[src/rtl/fetch_prefetch_unit.sv]
// fetch_prefetch_unit
//   Sequential instruction prefetcher. It keeps a running fetch PC and issues
//   word requests to an in-order, variable-latency instruction memory. Each
//   returned word is buffered together with its PC in a DEPTH-entry queue, and
//   the queue head is presented to decode. A redirect flushes the queue, retargets
//   fetch and discards every response still in flight.
//
// Ports
//   clk, rst                  clock (rising edge), async active-low reset
//   imem_req_valid/ready/addr request channel to instruction memory
//   imem_rsp_valid/data       in-order response channel
//   redirect_valid/pc         control-flow redirect from execute
//   out_valid/ready/pc/instr  queue head towards decode
module fetch_prefetch_unit #(
    parameter int unsigned     XLEN     = 32,
    parameter int unsigned     DEPTH    = 4,
    parameter logic [XLEN-1:0] RESET_PC = '0
) (
    input  logic            clk,
    input  logic            rst,
    output logic            imem_req_valid,
    input  logic            imem_req_ready,
    output logic [XLEN-1:0] imem_req_addr,
    input  logic            imem_rsp_valid,
    input  logic [XLEN-1:0] imem_rsp_data,
    input  logic            redirect_valid,
    input  logic [XLEN-1:0] redirect_pc,
    output logic            out_valid,
    input  logic            out_ready,
    output logic [XLEN-1:0] out_pc,
    output logic [XLEN-1:0] out_instr
);

    localparam int unsigned PW  = $clog2(DEPTH);
    localparam int unsigned CW  = PW + 1;
    localparam int unsigned CW1 = CW + 1;

    localparam logic [CW-1:0] DEPTH_C  = CW'(DEPTH);
    localparam logic [CW1-1:0] DEPTH_W = CW1'(DEPTH);

    logic [XLEN-1:0] fetch_pc_q, fetch_pc_d;
    logic [XLEN-1:0] rsp_pc_q, rsp_pc_d;
    logic [CW-1:0]   outst_q, outst_d;
    logic [CW-1:0]   drop_q, drop_d;
    logic [CW-1:0]   count_q, count_d;
    logic [PW-1:0]   rd_ptr_q, rd_ptr_d;
    logic [PW-1:0]   wr_ptr_q, wr_ptr_d;

    logic [XLEN-1:0] pc_mem    [DEPTH];
    logic [XLEN-1:0] instr_mem [DEPTH];

    logic [CW1-1:0] credit_used;
    logic           req_fire;
    logic           rsp_fire;
    logic           push;
    logic           pop;

    // Queue slots already claimed: buffered words plus responses that will be
    // kept. Stale (to-be-dropped) responses never consume a slot.
    assign credit_used = {1'b0, count_q} + {1'b0, outst_q} - {1'b0, drop_q};

    assign imem_req_valid = rst & ~redirect_valid & (outst_q < DEPTH_C)
                          & (credit_used < DEPTH_W);
    assign imem_req_addr  = fetch_pc_q;

    assign out_valid = (count_q != '0);
    assign out_pc    = out_valid ? pc_mem[rd_ptr_q]    : '0;
    assign out_instr = out_valid ? instr_mem[rd_ptr_q] : '0;

    always_comb begin
        fetch_pc_d = fetch_pc_q;
        rsp_pc_d   = rsp_pc_q;
        drop_d     = drop_q;
        count_d    = count_q;
        rd_ptr_d   = rd_ptr_q;
        wr_ptr_d   = wr_ptr_q;
        push       = 1'b0;
        pop        = out_valid & out_ready;
        req_fire   = imem_req_valid & imem_req_ready;
        // A response with nothing outstanding is a protocol error; ignore it.
        rsp_fire   = imem_rsp_valid & (outst_q != '0);
        outst_d    = outst_q + CW'(req_fire) - CW'(rsp_fire);

        if (redirect_valid) begin
            fetch_pc_d = {redirect_pc[XLEN-1:2], 2'b00};
            rsp_pc_d   = {redirect_pc[XLEN-1:2], 2'b00};
            // Everything still in flight after this edge is stale.
            drop_d     = outst_q - CW'(rsp_fire);
            count_d    = '0;
            rd_ptr_d   = '0;
            wr_ptr_d   = '0;
            pop        = 1'b0;
        end else begin
            if (req_fire) begin
                fetch_pc_d = fetch_pc_q + XLEN'(4);
            end
            if (rsp_fire) begin
                if (drop_q != '0) begin
                    drop_d = drop_q - CW'(1);
                end else begin
                    push     = 1'b1;
                    rsp_pc_d = rsp_pc_q + XLEN'(4);
                end
            end
            if (push) begin
                wr_ptr_d = wr_ptr_q + PW'(1);
            end
            if (pop) begin
                rd_ptr_d = rd_ptr_q + PW'(1);
            end
            count_d = count_q + CW'(push) - CW'(pop);
        end
    end

    always_ff @(posedge clk or negedge rst) begin
        if (!rst) begin
            fetch_pc_q <= RESET_PC;
            rsp_pc_q   <= RESET_PC;
            outst_q    <= '0;
            drop_q     <= '0;
            count_q    <= '0;
            rd_ptr_q   <= '0;
            wr_ptr_q   <= '0;
        end else begin
            fetch_pc_q <= fetch_pc_d;
            rsp_pc_q   <= rsp_pc_d;
            outst_q    <= outst_d;
            drop_q     <= drop_d;
            count_q    <= count_d;
            rd_ptr_q   <= rd_ptr_d;
            wr_ptr_q   <= wr_ptr_d;
        end
    end

    // Storage needs no reset: reads are masked while the queue is empty.
    always_ff @(posedge clk) begin
        if (push) begin
            pc_mem[wr_ptr_q]    <= rsp_pc_q;
            instr_mem[wr_ptr_q] <= imem_rsp_data;
        end
    end

endmodule

[config.mk]
export PLATFORM = sky130hd
export DESIGN_NAME = fetch_prefetch_unit
export DESIGN_NICKNAME = d
export VERILOG_FILES = /design/src/rtl/fetch_prefetch_unit.sv
export SDC_FILE = /design/constraint.sdc
export NUM_CORES = 1
export LEC_CHECK = 0
export ABC_AREA = 1
export CAP_MARGIN = 5
export CORE_MARGIN = 2
export CORE_UTILIZATION = 55
export DETAILED_ROUTE_END_ITERATION = 10
export HOLD_SLACK_MARGIN = 0.1
export PLACE_DENSITY = 0.78
export SKIP_LAST_GASP = 1
export SYNTH_ARGS = -nofsm -noshare
export SYNTH_HDL_FRONTEND = slang
export SYNTH_SLANG_ARGS = --single-unit
[constraint.sdc]
create_clock -name clk -period 12.8 [get_ports clk]
set_input_delay 1.92 -clock clk [delete_from_list [all_inputs] [get_ports clk]]
set_output_delay 1.92 -clock clk [all_outputs]
set_load 0.05 [all_outputs]
==> results.json, run 1 <==
{
  "cts.sinks": 321,
  "drive_above_1_share_pct": 5.38,
  "setup_violations": 0,
  "dr_wl_met2_um": 16900,
  "via_per_inst": 5.51,
  "p_total_mw": 3.96,
  "final_area_mm2": 0.0179,
  "final_cell_mix": "nor2_1, nand2_1, edfxtp_1",
  "diodes": 0,
  "cp.arrival_ns": 4.13,
  "gp_congestion": 0.886,
  "met3_length_um": 2950,
  "clk_pin_slew_worst_paths_ns": 0.06,
  "slowest_stage": "clkdlybuf4s50_1",
  "instances_no_fill": 2070,
  "cp_common_cell": "nand2_1",
  "dpl_cell_area_mm2": 0.0167,
  "clk_latency_ns": 0.51,
  "ctsHoldBuffers": 0,
  "critPathTopFamily": "buffers and inverters",
  "hold_class": "flop to flop",
  "cts_buffer_depth": 3,
  "grt_pass1_vias": 10902,
  "portBuffers": 161,
  "worstPathMaxFanout": 52,
  "whs_ns": 0.563,
  "finClkSkew_ns": 0.0126,
  "fmax_mhz": 165,
  "detail-route-antenna-nets": 0,
  "yosysWarnings": 0,
  "coreArea_mm2": 0.0267,
  "hold_viol_final": 0,
  "switching_power_mw": 1.64,
  "cts_setup_buffers": 0,
  "drt_first_pass_iters": 5,
  "ios": 168,
  "crit_chain": "buf_2 > buf_4 > clkinv_4 > nand2_1 > nor2_1 > nand2_1 > nor2_2 > nand2_1 > inv_1 > clkdlybuf4s50_1",
  "rows": 60,
  "nets": 1794,
  "dp_hpwl_um": 21300,
  "synth_top_area_share_pct": 50.1,
  "finalCriticalPeriod_ns": 6.05,
  "p_seq_share_pct": 34.1,
  "drc": 0,
  "drt_iter0_drc": 1135,
  "p_leak_nw": 6.85,
  "cts_tree": "built",
  "syn_inst": 1560,
  "dpl.cell_count": 2007,
  "cts-root-buf": "clkbuf_16",
  "status": "completed",
  "critical_path_buf_inv_count": 5,
  "layout_commonest_cell": "nor2_1",
  "syn-cell-area_mm2": 0.0149,
  "vias": 11411,
  "reg2reg_from": "drop_q[1]$_DFFE_PN0P_",
  "setup_slack_ns": 6.75,
  "synth_top_area_cell": "edfxtp_1",
  "cts_resized": 0,
  "finalCritPeriodShare_pct": 47.3,
  "grt-ovfl-total": 0,
  "cts_made_buffers": 35,
  "worstSetupPathType": "input pin to primary output",
  "maxCapViolCount": 0,
  "wl_per_cell_um": 17.1,
  "r2r-end": "instr_mem[3][17]$_DFFE_PP_",
  "holdPathEnd": "imem_req_addr[8]$_DFFE_PN0P_",
  "maxSlewViolCount": 0,
  "worstSetupStartpointType": "input pin",
  "routed_wl_um": 35400,
  "ir_drop_v": 0.000145,
  "die_height_um": 168,
  "p_int_mw": 2.32,
  "rsz0062_at_grt": "false",
  "maxUsedRoutingLayer": "met4",
  "grt_first_pass_wirelength_um": 55800,
  "worstPathRequired_ns": 10.88,
  "area_growth_syn_to_layout_pct": 20.1,
  "reg2reg_slack_ns": 9.17,
  "max-slew-margin-rel_pct": 35.8,
  "critPathMaxStageDelay_ns": 0.68,
  "clkPwrFrac_pct": 25.2,
  "p_sw_share_pct": 41.5,
  "antenna_found_initial": 0,
  "reg2regPathDepth": 7,
  "grt_usage_pct": 24.9,
  "die_x_um": 168,
  "hold_start": "imem_req_addr[8]$_DFFE_PN0P_",
  "pre_cts_ws_ns": 6.78,
  "fp.dieArea_mm2": 0.0284,
  "ctsHtreeMaxLevel": 2,
  "powerDensity_mw_per_mm2": 222,
  "synthTopCellsByArea": "edfxtp_1, dfrtp_1, nor2_1",
  "utilization_pct": 66.8,
  "fin_setup_tns_ns": 0,
  "grt_max_degree": 87,
  "tightestPinTransition_ns": 0.963,
  "avgSynthCellArea_um2": 9.53,
  "ys_types": 38,
  "drt-met1-wl_um": 14800,
  "ys_ff_latch": 321,
  "holdPathStages": 2,
  "comb_power_share_pct": 40.7,
  "yosysSeqAreaShare_pct": 62.4,
  "cp-end-kind": "primary output",
  "start_util_pct": 55.6
}
## power by group through the flow
stage          Sequential, mW  Combinational, mW  Clock (mW)
2_1_floorplan            1.40               1.04           0
3_3_place_gp             1.36               1.58           0
3_5_place_dp             1.37               1.60           0
4_1_cts                  1.35               1.62        1.01
5_1_grt                  1.36               1.73        1.06
6_report                 1.35               1.61       0.997
## cells in the mapped netlist, drive strengths merged
cell,n
fa,4
and2,1
nand4,5
nand2,322
edfxtp,248
nor2,351
inv,104
a211oi,2
nand3,72
a21oi,84
or2,1
o21ai,161
clkinv,1
o21bai,3
nor3,7
o21a,1
xor2,13
clkbuf,42
nand3b,3
a31oi,2
buf,28
o211ai,8
xnor2,5
dfrtp,73
conb,1
ha,17
a22oi,1
## worst max-delay path by stage
| stage | start | to | slack, ns | cells past startpoint |
|---|---|---|---|---|
| final | redirect_valid | imem_req_valid | 6.75 | 10 |
| after global routing | redirect_valid | imem_req_valid | 6.60 | 10 |
| after CTS | redirect_valid | imem_req_valid | 6.77 | 10 |
| after detailed placement | redirect_valid | imem_req_valid | 6.78 | 10 |
| after global placement | redirect_valid | imem_req_valid | 6.77 | 10 |
| after floorplan | imem_rsp_valid | instr_mem[0][0]$_DFFE_PP_ | 7.29 | 4 |
## metal layers
layer | global-route usage (%) | vias up
li1 | - | 5479
met1 | 33.9 | 5371
met2 | 41.7 | 502
met3 | 4.16 | 59
met4 | 7.42 | 0
met5 | 0 | -
## sequential cells by signal (all words and copies together) (netlist names)
register / flops
wr_ptr_q: 2
instr_mem: 128
imem_req_addr: 30
pc_mem: 120
rsp_pc_q: 30
rd_ptr_q: 2
count_q: 3
drop_q: 3
outst_q: 3
## final cells by class
class	instances	area, um2
sequential	321	9280
tap	341	427
inverter	105	399
clock buffer	41	930
fill	1974	8870
timing repair buffer	173	1690
clock inverter	22	221
multi-input combinational	1067	4900
## logic make-up after synthesis
| group | after synthesis | synth area share [%] |
|---|---|---|
| buffers and inverters | 175 | 4.91 |
| adders and majority gates | 21 | 1.97 |
| AOI/OAI and AO/OA | 262 | 9.09 |
| xor gates and xnor gates | 18 | 1.06 |
| and+or+nand+nor | 762 | 20.5 |
| DFF | 321 | 62.4 |
| other | 1 | 0.0252 |
## worst register-to-register path, cell delays in order (launching register included)
cell and delay (ns):
dfrtp_1 0.41, inv_1 0.10, ha_1 0.19, nand4_2 0.15, nor2_2 0.64, inv_1 0.42
nor2_4 0.67, buf_4 0.64
Note: power is estimated with default switching activity, not from simulation.
==> run 2, diff against run 1 <==
--- a/config.mk
+++ b/config.mk
@@ -8,10 +8,10 @@
 export ABC_AREA = 1
 export CAP_MARGIN = 5
 export CORE_MARGIN = 2
-export CORE_UTILIZATION = 55
+export CORE_UTILIZATION = 51
 export DETAILED_ROUTE_END_ITERATION = 10
 export HOLD_SLACK_MARGIN = 0.1
-export PLACE_DENSITY = 0.78
+export PLACE_DENSITY = 0.76
 export SKIP_LAST_GASP = 1
 export SYNTH_ARGS = -nofsm -noshare
 export SYNTH_HDL_FRONTEND = slang
==> constraint.sdc (replaced) <==
create_clock -name clk -period 5.25 [get_ports clk]
set_input_delay 0.7875 -clock clk [delete_from_list [all_inputs] [get_ports clk]]
set_output_delay 0.7875 -clock clk [all_outputs]
set_load 0.05 [all_outputs]
==> run 2 against run 1 <==
Combinational power grew 150%. Via count grew 0.47%. Total power grew 140%. First-iteration DRC count shrank 3.7%. Clock skew grew 0.0037 ns. Worst setup slack lost 5.8 ns. Critical path depth shrank 4. Critical endpoint is now out_instr[2]. Highest routed layer unchanged.
==> results.json, run 2 (synthesized netlist as in run 1, its figures left out) <==
{
  "gp_congestion": 0.887,
  "start_util_pct": 51.8,
  "fp.dieArea_mm2": 0.0305,
  "drt_first_pass_iters": 5,
  "clk_pin_slew_worst_paths_ns": 0.06,
  "detail-route-antenna-nets": 0,
  "rsz0062_at_grt": "false",
  "worstPathRequired_ns": 4.46,
  "dpl.cell_count": 2053,
  "status": "completed",
  "reg_top3": "instr_mem x128, pc_mem x120",
  "cp.arrival_ns": 3.51,
  "grt_first_pass_wirelength_um": 56000,
  "die_height_um": 175,
  "drive_above_1_share_pct": 5.66,
  "nets": 1796,
  "wl_per_cell_um": 16.8,
  "maxCapViolCount": 0,
  "clk_latency_ns": 0.51,
  "cp-end-kind": "primary output",
  "die_x_um": 175,
  "finalCritPeriodShare_pct": 81.9,
  "finClkSkew_ns": 0.0163,
  "tightestPinTransition_ns": 1.20,
  "drc": 0,
  "setup_violations": 0,
  "via_per_inst": 5.42,
  "powerDensity_mw_per_mm2": 537,
  "fmax_mhz": 233,
  "worstSetupPathType": "flop to primary output",
  "ir_drop_v": 0.000281,
  "worstSetupStartpointType": "flop",
  "area_growth_syn_to_layout_pct": 20.9,
  "grt_max_degree": 110,
  "routed_wl_um": 35600,
  "cts_made_buffers": 34,
  "maxSlewViolCount": 0,
  "max-slew-margin-rel_pct": 19.9,
  "antenna_found_initial": 0,
  "grt-ovfl-total": 0,
  "hold_class": "input pin to async pin",
  "instances_no_fill": 2114,
  "ios": 168,
  "ctsHoldBuffers": 0,
  "portBuffers": 161,
  "rows": 62,
  "worstPathMaxFanout": 109,
  "drt_iter0_drc": 1093,
  "busiest_layer": "met2",
  "grtUsageMet1_pct": 32.2,
  "vias": 11465,
  "top_register": "instr_mem",
  "dp_hpwl_um": 21800,
  "grtUsageMet3_pct": 3.57,
  "p_leak_nw": 6.86,
  "finalCriticalPeriod_ns": 4.30,
  "grt_use_met2_pct": 38.2,
  "grt_usage_pct": 23.2,
  "cts_tree": "built",
  "hold_viol_final": 0,
  "cts-root-buf": "clkbuf_16",
  "coreArea_mm2": 0.0287,
  "final_cell_mix": "nor2_1, nand2_1, edfxtp_1",
  "layout_commonest_cell": "nor2_1",
  "fin_setup_tns_ns": 0,
  "largest_reg_flops": 128,
  "ctsHtreeMaxLevel": 2,
  "diodes": 0,
  "cts.sinks": 321,
  "whs_ns": 0.393,
  "grt_pass1_vias": 10804,
  "cts_resized": 0,
  "cts_buffer_depth": 3,
  "cts_setup_buffers": 0
}
-- run 2: final timing paths --
kind / startpoint / end / slack, ns / depth (start not counted)
worst max-delay path: rd_ptr_q[0]$_DFFE_PN0P_ / out_instr[2] / 0.95 / 6
worst min-delay path: rst / imem_req_addr[24]$_DFFE_PN0P_ / 0.39 / 2
worst max register to register: count_q[2]$_DFF_PN0_ / count_q[2]$_DFF_PN0_ / 1.82 / 13
worst min register to register: imem_req_addr[8]$_DFFE_PN0P_ / imem_req_addr[8]$_DFFE_PN0P_ / 0.58 / 2
max in group asynchronous: rst / rd_ptr_q[0]$_DFFE_PN0P_ / 3.91 / 3
min in group clk: imem_req_addr[8]$_DFFE_PN0P_ / imem_req_addr[8]$_DFFE_PN0P_ / 0.58 / 2
-- run 2: final cells by class --
| type | instances | area [um2] |
|---|---|---|
| clock buffer | 39 | 901 |
| timing repair buffer | 176 | 1780 |
| fill | 2284 | 10700 |
| tap | 384 | 480 |
| multi-input combinational | 1067 | 4900 |
| clock inverter | 22 | 225 |
| inverter | 105 | 399 |
| sequential | 321 | 9280 |
-- run 2: per-stage QoR --
stage               area (um2)  utilization [%]  setup slack, ns  power [mW]
floorplan                14900                -            0.870        5.94
global placement         16800             58.7             1.46        7.20
detailed placement       16800             58.7             1.44        7.27
CTS                      18000             62.6            0.893        9.69
global route             18000             62.6            0.602        10.1
finish                   18000             62.6            0.952        9.64
-- run 2: power by group --
part / switching, mW / internal, mW
Clock: 0.972 / 1.44
Combinational: 2.75 / 1.20
Sequential: 0.285 / 2.99
-- run 2: per-layer routing --
layer | wire [um] | share of wire [%]
met5 | 0 | 0
met4 | 699 | 2.0
met3 | 2900 | 8.1
met2 | 16800 | 47
met1 | 15200 | 43
-- run 2: critical path, stage by stage, from the launching register on --
cell             delay (ns)
dfrtp_4                0.55
buf_4                  0.93
nor2_1                 0.11
nor2_1                 0.14
o21ai_0                0.13
a21oi_1                0.21
clkdlybuf4s50_1        0.84
==> run 3, diff against run 2 <==
--- a/config.mk
+++ b/config.mk
@@ -8,10 +8,10 @@
 export ABC_AREA = 1
 export CAP_MARGIN = 5
 export CORE_MARGIN = 2
-export CORE_UTILIZATION = 51
+export CORE_UTILIZATION = 55
 export DETAILED_ROUTE_END_ITERATION = 10
 export HOLD_SLACK_MARGIN = 0.1
-export PLACE_DENSITY = 0.76
+export PLACE_DENSITY = 0.78
 export SKIP_LAST_GASP = 1
 export SYNTH_ARGS = -nofsm -noshare
 export SYNTH_HDL_FRONTEND = slang
==> constraint.sdc (replaced) <==
create_clock -name clk -period 4.2 [get_ports clk]
set_input_delay 0.63 -clock clk [delete_from_list [all_inputs] [get_ports clk]]
set_output_delay 0.63 -clock clk [all_outputs]
set_load 0.05 [all_outputs]
==> run 3 against run 2 <==
Critical path depth rose by 5. Sequential share of layout area increased by 0.37 points. Wire length shrank 1.9%. Worst setup slack got worse by 0.52 ns. Global-route usage up 1.6 points.
==> results.json, run 3 (synthesized netlist as in run 1, its figures left out) <==
{
  "grt_usage_pct": 24.8,
  "maxSlewViolCount": 0,
  "grt_max_degree": 126,
  "wl_per_cell_um": 16.9,
  "fp.dieArea_mm2": 0.0284,
  "critPathMaxStageDelay_ns": 0.79,
  "drc": 0,
  "ios": 168,
  "dp_hpwl_um": 21500,
  "rows": 60,
  "finalCritPeriodShare_pct": 89.6,
  "powerDensity_mw_per_mm2": 666,
  "crit_chain": "inv_1 > fa_1 > inv_1 > ha_1 > nand3_1 > nand3_1 > nand2_1 > nor2_2 > nand2_1 > inv_1 > clkdlybuf4s50_1",
  "layout_commonest_cell": "nor2_1",
  "worstSetupPathType": "flop to primary output",
  "instances_no_fill": 2073,
  "cp-end-kind": "primary output",
  "cts_tree": "built",
  "ctsHoldBuffers": 0,
  "cts_setup_buffers": 0,
  "drt_first_pass_iters": 5,
  "cts_made_buffers": 34,
  "utilization_pct": 66.7,
  "fmax_mhz": 266,
  "cts.sinks": 321,
  "clk_pin_slew_worst_paths_ns": 0.06,
  "cts_buffer_depth": 3,
  "portBuffers": 161,
  "routed_wl_um": 34900,
  "p_leak_nw": 6.91,
  "grt-ovfl-total": 0,
  "diodes": 0,
  "vias": 11376,
  "cts-root-buf": "clkbuf_16",
  "clk_latency_ns": 0.52,
  "finClkSkew_ns": 0.0215,
  "hold_class": "input pin to async pin",
  "final_cell_mix": "nor2_1, nand2_1, edfxtp_1",
  "cp.arrival_ns": 3.13,
  "nets": 1799,
  "start_util_pct": 55.6,
  "rsz0062_at_grt": "false",
  "worstPathRequired_ns": 3.57,
  "max-slew-margin-rel_pct": 56.6,
  "reg2reg_from": "outst_q[1]$_DFF_PN0_",
  "tightestPinTransition_ns": 0.649,
  "largest_reg_flops": 128,
  "drt_iter0_drc": 1233,
  "reg_top3": "instr_mem x128, pc_mem x120",
  "slowest_stage": "clkdlybuf4s50_1",
  "crit_start": "outst_q[1]$_DFF_PN0_",
  "antenna_found_initial": 0,
  "coreArea_mm2": 0.0267,
  "dpl.cell_count": 2013,
  "worstSetupStartpointType": "flop",
  "maxCapViolCount": 0,
  "cp_common_cell": "inv_1",
  "cts_resized": 0,
  "drive_above_1_share_pct": 7.22,
  "grt_first_pass_wirelength_um": 55300,
  "worstPathMaxFanout": 3,
  "top_register": "instr_mem",
  "ir_drop_v": 0.000309,
  "hold_viol_final": 0,
  "gp_congestion": 0.893,
  "status": "completed",
  "die_x_um": 168,
  "die_height_um": 168,
  "ctsHtreeMaxLevel": 2,
  "area_growth_syn_to_layout_pct": 20.0,
  "via_per_inst": 5.49,
  "finalCriticalPeriod_ns": 3.76,
  "detail-route-antenna-nets": 0,
  "setup_violations": 0,
  "grt_pass1_vias": 10890,
  "n_fill_cell": 1989
}
==> run 3: cell types whose count changed in the layout (fill, tap and decap cells not counted), sizes merged <==
| cell | previous run | this run |
|---|---|---|
| buf | 17 | 50 |
| clkdlybuf4s50 | 159 | 129 |
| clkinv | 12 | 16 |
| clkbuf | 39 | 42 |
| clkinvlp | 4 | 1 |
| inv | 107 | 104 |
| bufinv | 4 | 2 |
==> run 3: metrics by stage <==
step	cell area [um2]	hold WS [ns]	TNS [ns]	total power, mW	setup slack (ns)
5_1_grt	17800	0.326	0	12.4	0.240
3_3_place_gp	16800	0.546	0	8.96	0.988
2_1_floorplan	14900	0.334	-6.83	7.42	-0.0275
6_report	17800	0.302	0	11.9	0.436
3_5_place_dp	16800	0.554	0	9.05	0.929
4_1_cts	17800	0.310	0	11.9	0.406
==> run 3: worst paths after layout <==
kind / end / slack (ns) / cells after the start
worst max-delay path: imem_req_valid / 0.44 / 11
worst min-delay path: imem_req_addr[24]$_DFFE_PN0P_ / 0.30 / 2
worst max register to register: outst_q[2]$_DFF_PN0_ / 0.95 / 16
worst min register to register: imem_req_addr[8]$_DFFE_PN0P_ / 0.57 / 2
max in group asynchronous: rd_ptr_q[1]$_DFFE_PN0P_ / 3.00 / 3
min in group clk: imem_req_addr[8]$_DFFE_PN0P_ / 0.57 / 2
==> run 3: area by class of cell <==
class / count / area (um2) / area share (%)
inverter: 105 / 399 / 2.24
clock inverter: 18 / 168 / 0.940
multi-input combinational: 1067 / 4900 / 27.5
clock buffer: 42 / 912 / 5.11
timing repair buffer: 179 / 1750 / 9.81
sequential: 321 / 9280 / 52.0
tap: 341 / 427 / 2.39
==> run 3: per-layer routing <==
layer	global-route usage (%)	part of all wire, %	vias to the layer above
li1	-	-	5494
met1	33.4	41	5349
met2	41.8	48	474
met3	4.02	8.3	59
met4	7.20	2.2	0
met5	0	0	-
==> run 3: where the power goes <==
group          switching [mW]  internal, mW
Clock                    1.20          1.68
Combinational            3.45          1.47
Sequential              0.340          3.74
==> run 3: critical path: cells and delay by family, from the launching register on <==
family / cells / cell delay (ns)
adders and majority gates: 2 / 0.84
DFF: 1 / 0.39
buffers and inverters: 4 / 1.00
and+or+nand+nor: 5 / 0.41
